### config.mk
export PLATFORM = sky130hd
export DESIGN_NAME = mem_arbiter
export DESIGN_NICKNAME = d
export VERILOG_FILES = /design/src/rtl/mem_arbiter_pkg.sv /design/src/rtl/mem_arbiter_rr_arb2.sv /design/src/rtl/mem_arbiter.sv
export SDC_FILE = /design/constraint.sdc
export NUM_CORES = 1
export LEC_CHECK = 0
export ABC_AREA = 0
export BUFFER_PORTS_ARGS = -buffer_cell sky130_fd_sc_hd__buf_4
export CAP_MARGIN = 40
export CORE_AREA = 2 2 119 121
export CTS_CLUSTER_SIZE = 16
export DETAILED_ROUTE_END_ITERATION = 16
export DIE_AREA = 0 0 121 123
export PLACE_DENSITY_LB_ADDON = 0.05
export SETUP_SLACK_MARGIN = 0.05
export SYNTH_ARGS = -nofsm -noshare
export SYNTH_HDL_FRONTEND = slang
export SYNTH_SLANG_ARGS = --single-unit
### constraint.sdc
create_clock -name clk -period 2.5 [get_ports clk]
set_input_delay 0 -clock clk [delete_from_list [all_inputs] [get_ports clk]]
set_output_delay 0 -clock clk [all_outputs]
set_load 0.03 [all_outputs]
### src/rtl/mem_arbiter_pkg.sv
// rtl/mem_arbiter_pkg.sv - shared encodings and helpers for the two-port memory arbiter
package mem_arbiter_pkg;

  typedef enum logic {
    ST_IDLE = 1'b0,
    ST_ACK  = 1'b1
  } state_t;

  localparam logic PORT_CPU = 1'b0;
  localparam logic PORT_AUX = 1'b1;

  localparam int unsigned PROT_WORDS_DEFAULT = 64;

  // True when the word address of a byte address falls inside the program region.
  function automatic logic in_prot(input logic [31:0] addr, input int unsigned words);
    return ({2'b00, addr[31:2]} < words);
  endfunction

endpackage

### src/rtl/mem_arbiter_rr_arb2.sv
// rtl/mem_arbiter_rr_arb2.sv - combinational 2-way round-robin picker
module rr_arb2 (
  input  logic [1:0] req,
  input  logic       last_grant,
  output logic       gnt,
  output logic       any
);

  always_comb begin
    any = |req;
    // On contention the port that did not win last time gets the slot.
    if (req == 2'b11) begin
      gnt = ~last_grant;
    end else begin
      gnt = req[1];
    end
  end

endmodule

### src/rtl/mem_arbiter.sv
// rtl/mem_arbiter.sv - shares a single-ported memory between CPU and auxiliary master
module mem_arbiter
  import mem_arbiter_pkg::*;
#(
  parameter int unsigned PROT_WORDS = PROT_WORDS_DEFAULT
) (
  input  logic        clk,
  input  logic        resetn,
  input  logic        p0_req,
  input  logic [31:0] p0_addr,
  input  logic [31:0] p0_wdata,
  input  logic [3:0]  p0_wmask,
  output logic        p0_ack,
  output logic [31:0] p0_rdata,
  input  logic        p1_req,
  input  logic [31:0] p1_addr,
  input  logic [31:0] p1_wdata,
  input  logic [3:0]  p1_wmask,
  output logic        p1_ack,
  output logic [31:0] p1_rdata,
  output logic        p1_err,
  output logic [31:0] mem_addr,
  output logic        mem_rstrb,
  output logic [31:0] mem_wdata,
  output logic [3:0]  mem_wmask,
  input  logic [31:0] mem_rdata
);

  state_t state_q, state_d;
  logic   last_grant_q, last_grant_d;
  logic   gnt_q, gnt_d;
  logic   is_read_q, is_read_d;
  logic   err_q, err_d;

  logic        arb_gnt;
  logic        arb_any;
  logic [31:0] sel_addr;
  logic [31:0] sel_wdata;
  logic [3:0]  sel_wmask;
  logic        sel_blocked;

  rr_arb2 u_rr_arb2 (
    .req        ({p1_req, p0_req}),
    .last_grant (last_grant_q),
    .gnt        (arb_gnt),
    .any        (arb_any)
  );

  assign sel_addr  = (arb_gnt == PORT_AUX) ? p1_addr  : p0_addr;
  assign sel_wdata = (arb_gnt == PORT_AUX) ? p1_wdata : p0_wdata;
  assign sel_wmask = (arb_gnt == PORT_AUX) ? p1_wmask : p0_wmask;

  // Only auxiliary-port writes into the program region are suppressed.
  assign sel_blocked = (arb_gnt == PORT_AUX) && (sel_wmask != 4'b0000) &&
                       in_prot(sel_addr, PROT_WORDS);

  always_ff @(posedge clk or negedge resetn) begin
    if (!resetn) begin
      state_q      <= ST_IDLE;
      last_grant_q <= PORT_AUX;
      gnt_q        <= PORT_CPU;
      is_read_q    <= 1'b0;
      err_q        <= 1'b0;
    end else begin
      state_q      <= state_d;
      last_grant_q <= last_grant_d;
      gnt_q        <= gnt_d;
      is_read_q    <= is_read_d;
      err_q        <= err_d;
    end
  end

  always_comb begin
    state_d      = state_q;
    last_grant_d = last_grant_q;
    gnt_d        = gnt_q;
    is_read_d    = is_read_q;
    err_d        = err_q;
    mem_addr     = 32'h0;
    mem_rstrb    = 1'b0;
    mem_wdata    = 32'h0;
    mem_wmask    = 4'b0000;
    p0_ack       = 1'b0;
    p0_rdata     = 32'h0;
    p1_ack       = 1'b0;
    p1_rdata     = 32'h0;
    p1_err       = 1'b0;

    case (state_q)
      ST_IDLE: begin
        // Gating with resetn keeps the memory pins quiet while reset is held.
        if (arb_any && resetn) begin
          mem_addr  = sel_addr;
          mem_wdata = sel_wdata;
          if (sel_wmask == 4'b0000) begin
            mem_rstrb = 1'b1;
          end else if (!sel_blocked) begin
            mem_wmask = sel_wmask;
          end
          gnt_d        = arb_gnt;
          is_read_d    = (sel_wmask == 4'b0000);
          err_d        = sel_blocked;
          last_grant_d = arb_gnt;
          state_d      = ST_ACK;
        end
      end

      ST_ACK: begin
        if (gnt_q == PORT_CPU) begin
          p0_ack   = 1'b1;
          p0_rdata = is_read_q ? mem_rdata : 32'h0;
        end else begin
          p1_ack   = 1'b1;
          p1_rdata = is_read_q ? mem_rdata : 32'h0;
          p1_err   = err_q;
        end
        state_d = ST_IDLE;
      end

      default: begin
        state_d = ST_IDLE;
      end
    endcase
  end

endmodule

==> results.md <==
* Most frequent CP cell: buf_4
* WP data arrival at between 2 and 2.5 ns
* Slowest stage cell on the critical path: dfstp_2
* DRC at 0
* Skew final at roughly 0.0020 ns
* Syn Area/Cell at 4.68 µm²
* Mapped Cells at 360
* Post-synthesis sequential area ratio at under 10%
* Maximum capacitance violations at 0
* Setup_tns at 0 ns
* Total track usage at 14.3%
* CORE AREA at 13,600 µm²
* Final net count at 821
* FF+latch area at 126 µm²
* Post-synth top area cell: nand2_1
* Hold Path Class: in2async
* Peak supply drop at 160 µV
* Dpl cells at 823
* Final RePlAce weighted congestion at 0.840
* Synth unique cells at 22
* P_leak at between 2 and 2.5 nW
* Final min period at 2.03 ns
* FMAX at 492 MHz
* Detailed Route WL at ~12,000 µm
* Die area at roughly 15,000 µm²
* Period utilisation layout at 81.2%
* Crit path kind: reg2out
* Startpoint Class: flip-flop
* Design area at 4250 µm²
* Remaining antenna violation count at 0
* Post-synth top cells: nand2_1 (165), nor2_1 (66), a21oi_1 (65), clkbuf_1 (19), buf_2 (11)
* Worst Max-Slew Pin Slew at 0.794 ns
* Fin. Hold Viols at 0
* Synth Flop Type: dfrtp_1
* FF+latch count, synth at 5
* H-tree depth at 1
* Required @ worst endpoint at between 2 and 3 ns
* Clock Latency Late Sink at between 0.2 and 0.25 ns
* DR pass1 iterations at 6
* Area growth from synthesis to layout at 152%
* CTS sink cnt at 5
* Synth top area share at between 30% and 40%
* Setup repair after global routing missed its margin: no
* Dpl cell area at about 4200 µm²
* Largest cells by area after synthesis: nand2_1 (37%), a21oi_1 (19%), nor2_1 (15%)
* CTS root buffer: clkbuf_16
* PortBufs at 307
* Clock tree buffer depth at 2
* Multi-input gate area at 1430 µm²
* Initial antenna violation count at 0
* Final std cells w/o fill at 828
* Via count at 3,394
* Post-Syn Area at 1680 µm²
* Syn Nets at 532
* Global-route wire length before repair at 16,900 µm
* Status: completed
* CTS tree: built
* TritonCTS Buffers at 3
* Hpwl dp at 9530 µm
* Via-per-instance ratio at ~4
* EDFF count, synth at 0
* CTS clk-pin slew, worst paths at 0.03 ns
* Asr flop ratio synth at 100%
* Initial DRC count at 99
* Die Y at 123 µm
* Number of synthesis warnings at 0
* Ports at 308
* Critical Path Fanout Max at 30
* Sequence of cells on the critical path: a21bo_2 -> buf_4 -> nand2_1 -> a21oi_1 -> buf_4
* Share of layout cells above drive strength 1 at 50.9%
* # setup viols final at 0
* Largest net degree at the start of global routing at 48
* Power per cell area at 273 nW/µm²
* Critical Path Max Stage Delay at 0.56 ns
* Crit end category: primary output
* Starting density of the core at 12.4%
* Normalized max-slew margin at 46.8%
* DIE WIDTH at 121 µm
* Row count at 43
* N_diodes at 0
* Mean routed wirelength per cell at roughly 14 µm
* Grt ovf at 0
* Most frequent cell after synthesis: nand2_1
* Vias in the first global route at ~3,300
* FILL cells at 1,542
* Slew Limit Fails at 0
layer usage:
layer	wire length (µm)	global-route usage (%)	share of wire, %	vias up
met4	88	1.82	0.76	0
met3	1410	5.81	12	8
li1	-	-	-	1730
met1	3900	14.4	34	1473
met5	0	0	0	-
met2	6200	28.2	53	183
where the power goes:
part	internal (mW)	switching [mW]	total (mW)
logic	0.351	0.447	0.798
clock network	0.211	0.0511	0.262
registers	0.0916	0.0100	0.102
total	0.653	0.508	1.16
cell families after synthesis:
family	Yosys count	synth area share (%)
AND/OR/NAND/NOR	243	58.1
buffers and inverters	36	8.84
flip-flops	5	7.50
AO/OA/AOI/OAI	76	25.6
worst paths after layout:
| kind | start | to | slack [ns] | cells past startpoint |
|---|---|---|---|---|
| setup / recovery | last_grant_q | mem_wdata[0] | 0.47 | 5 |
| hold / removal | resetn | gnt_q | 0.14 | 2 |
| setup reg to reg | state_q | err_q | 0.85 | 5 |
| hold reg to reg | err_q | err_q | 0.50 | 2 |
| max in group asynchronous | resetn | last_grant_q | 2.15 | 2 |
| min in group clk | p1_addr[14] | err_q | 0.21 | 5 |
stage by stage:
stage	total power [mW]	hold slack, ns	setup slack [ns]	utilization (%)
after floorplan	0.503	-0.296	0.804	-
after global placement	0.909	-0.178	0.709	30.6
after detailed placement	0.908	-0.179	0.682	30.6
after CTS	1.18	0.152	0.433	31.2
after global routing	1.26	0.187	0.304	31.2
final	1.16	0.143	0.469	31.2
worst max-delay path, delay by kind of cell, from the launching register on:
family | cells | cell delay, ns
buffers and inverters | 2 | 0.58
flip-flops | 1 | 0.56
AO/OA/AOI/OAI | 2 | 0.56
AND/OR/NAND/NOR | 1 | 0.09
flip-flops by register name, indices dropped and copies added (netlist names):
register and cells:
err_q 1, gnt_q 1, is_read_q 1, last_grant_q 1, state_q 1
repair_timing:
item,CTS,global route
buffers inserted,0,0
endpoints found under the hold margin,5,0
hold buffers,1,0
gates resized for setup,0,0
cell usage in the layout, fill, tap and decap left out:
cell type | synthesis | final
dfstp_2 | 1 | 1
nor4_1 | 3 | 3
and3_1 | 1 | 1
a21boi_4 | 0 | 1
inv_2 | 1 | 1
dfrtp_1 | 4 | 4
inv_1 | 3 | 3
o211ai_4 | 0 | 1
clkbuf_1 | 19 | 1
nand2b_1 | 1 | 1
a32o_1 | 4 | 4
clkbuf_16 | 0 | 3
a21o_1 | 3 | 3
nand4_1 | 1 | 1
a21oi_1 | 65 | 65
a21bo_2 | 1 | 1
buf_4 | 0 | 315
dlygate4sd3_1 | 0 | 1
o31ai_2 | 1 | 1
nand2_1 | 165 | 165
nor4_2 | 5 | 5
nor2_1 | 66 | 66
or3_4 | 1 | 1
cell type report:
cell class	count	share of cell area, %
multi-input combinational	319	33.6
clock buffer	4	1.86
tap	180	5.30
sequential	5	2.97
inverter	4	0.353
timing repair buffer	316	55.9
(Power assumes the default switching activity.)
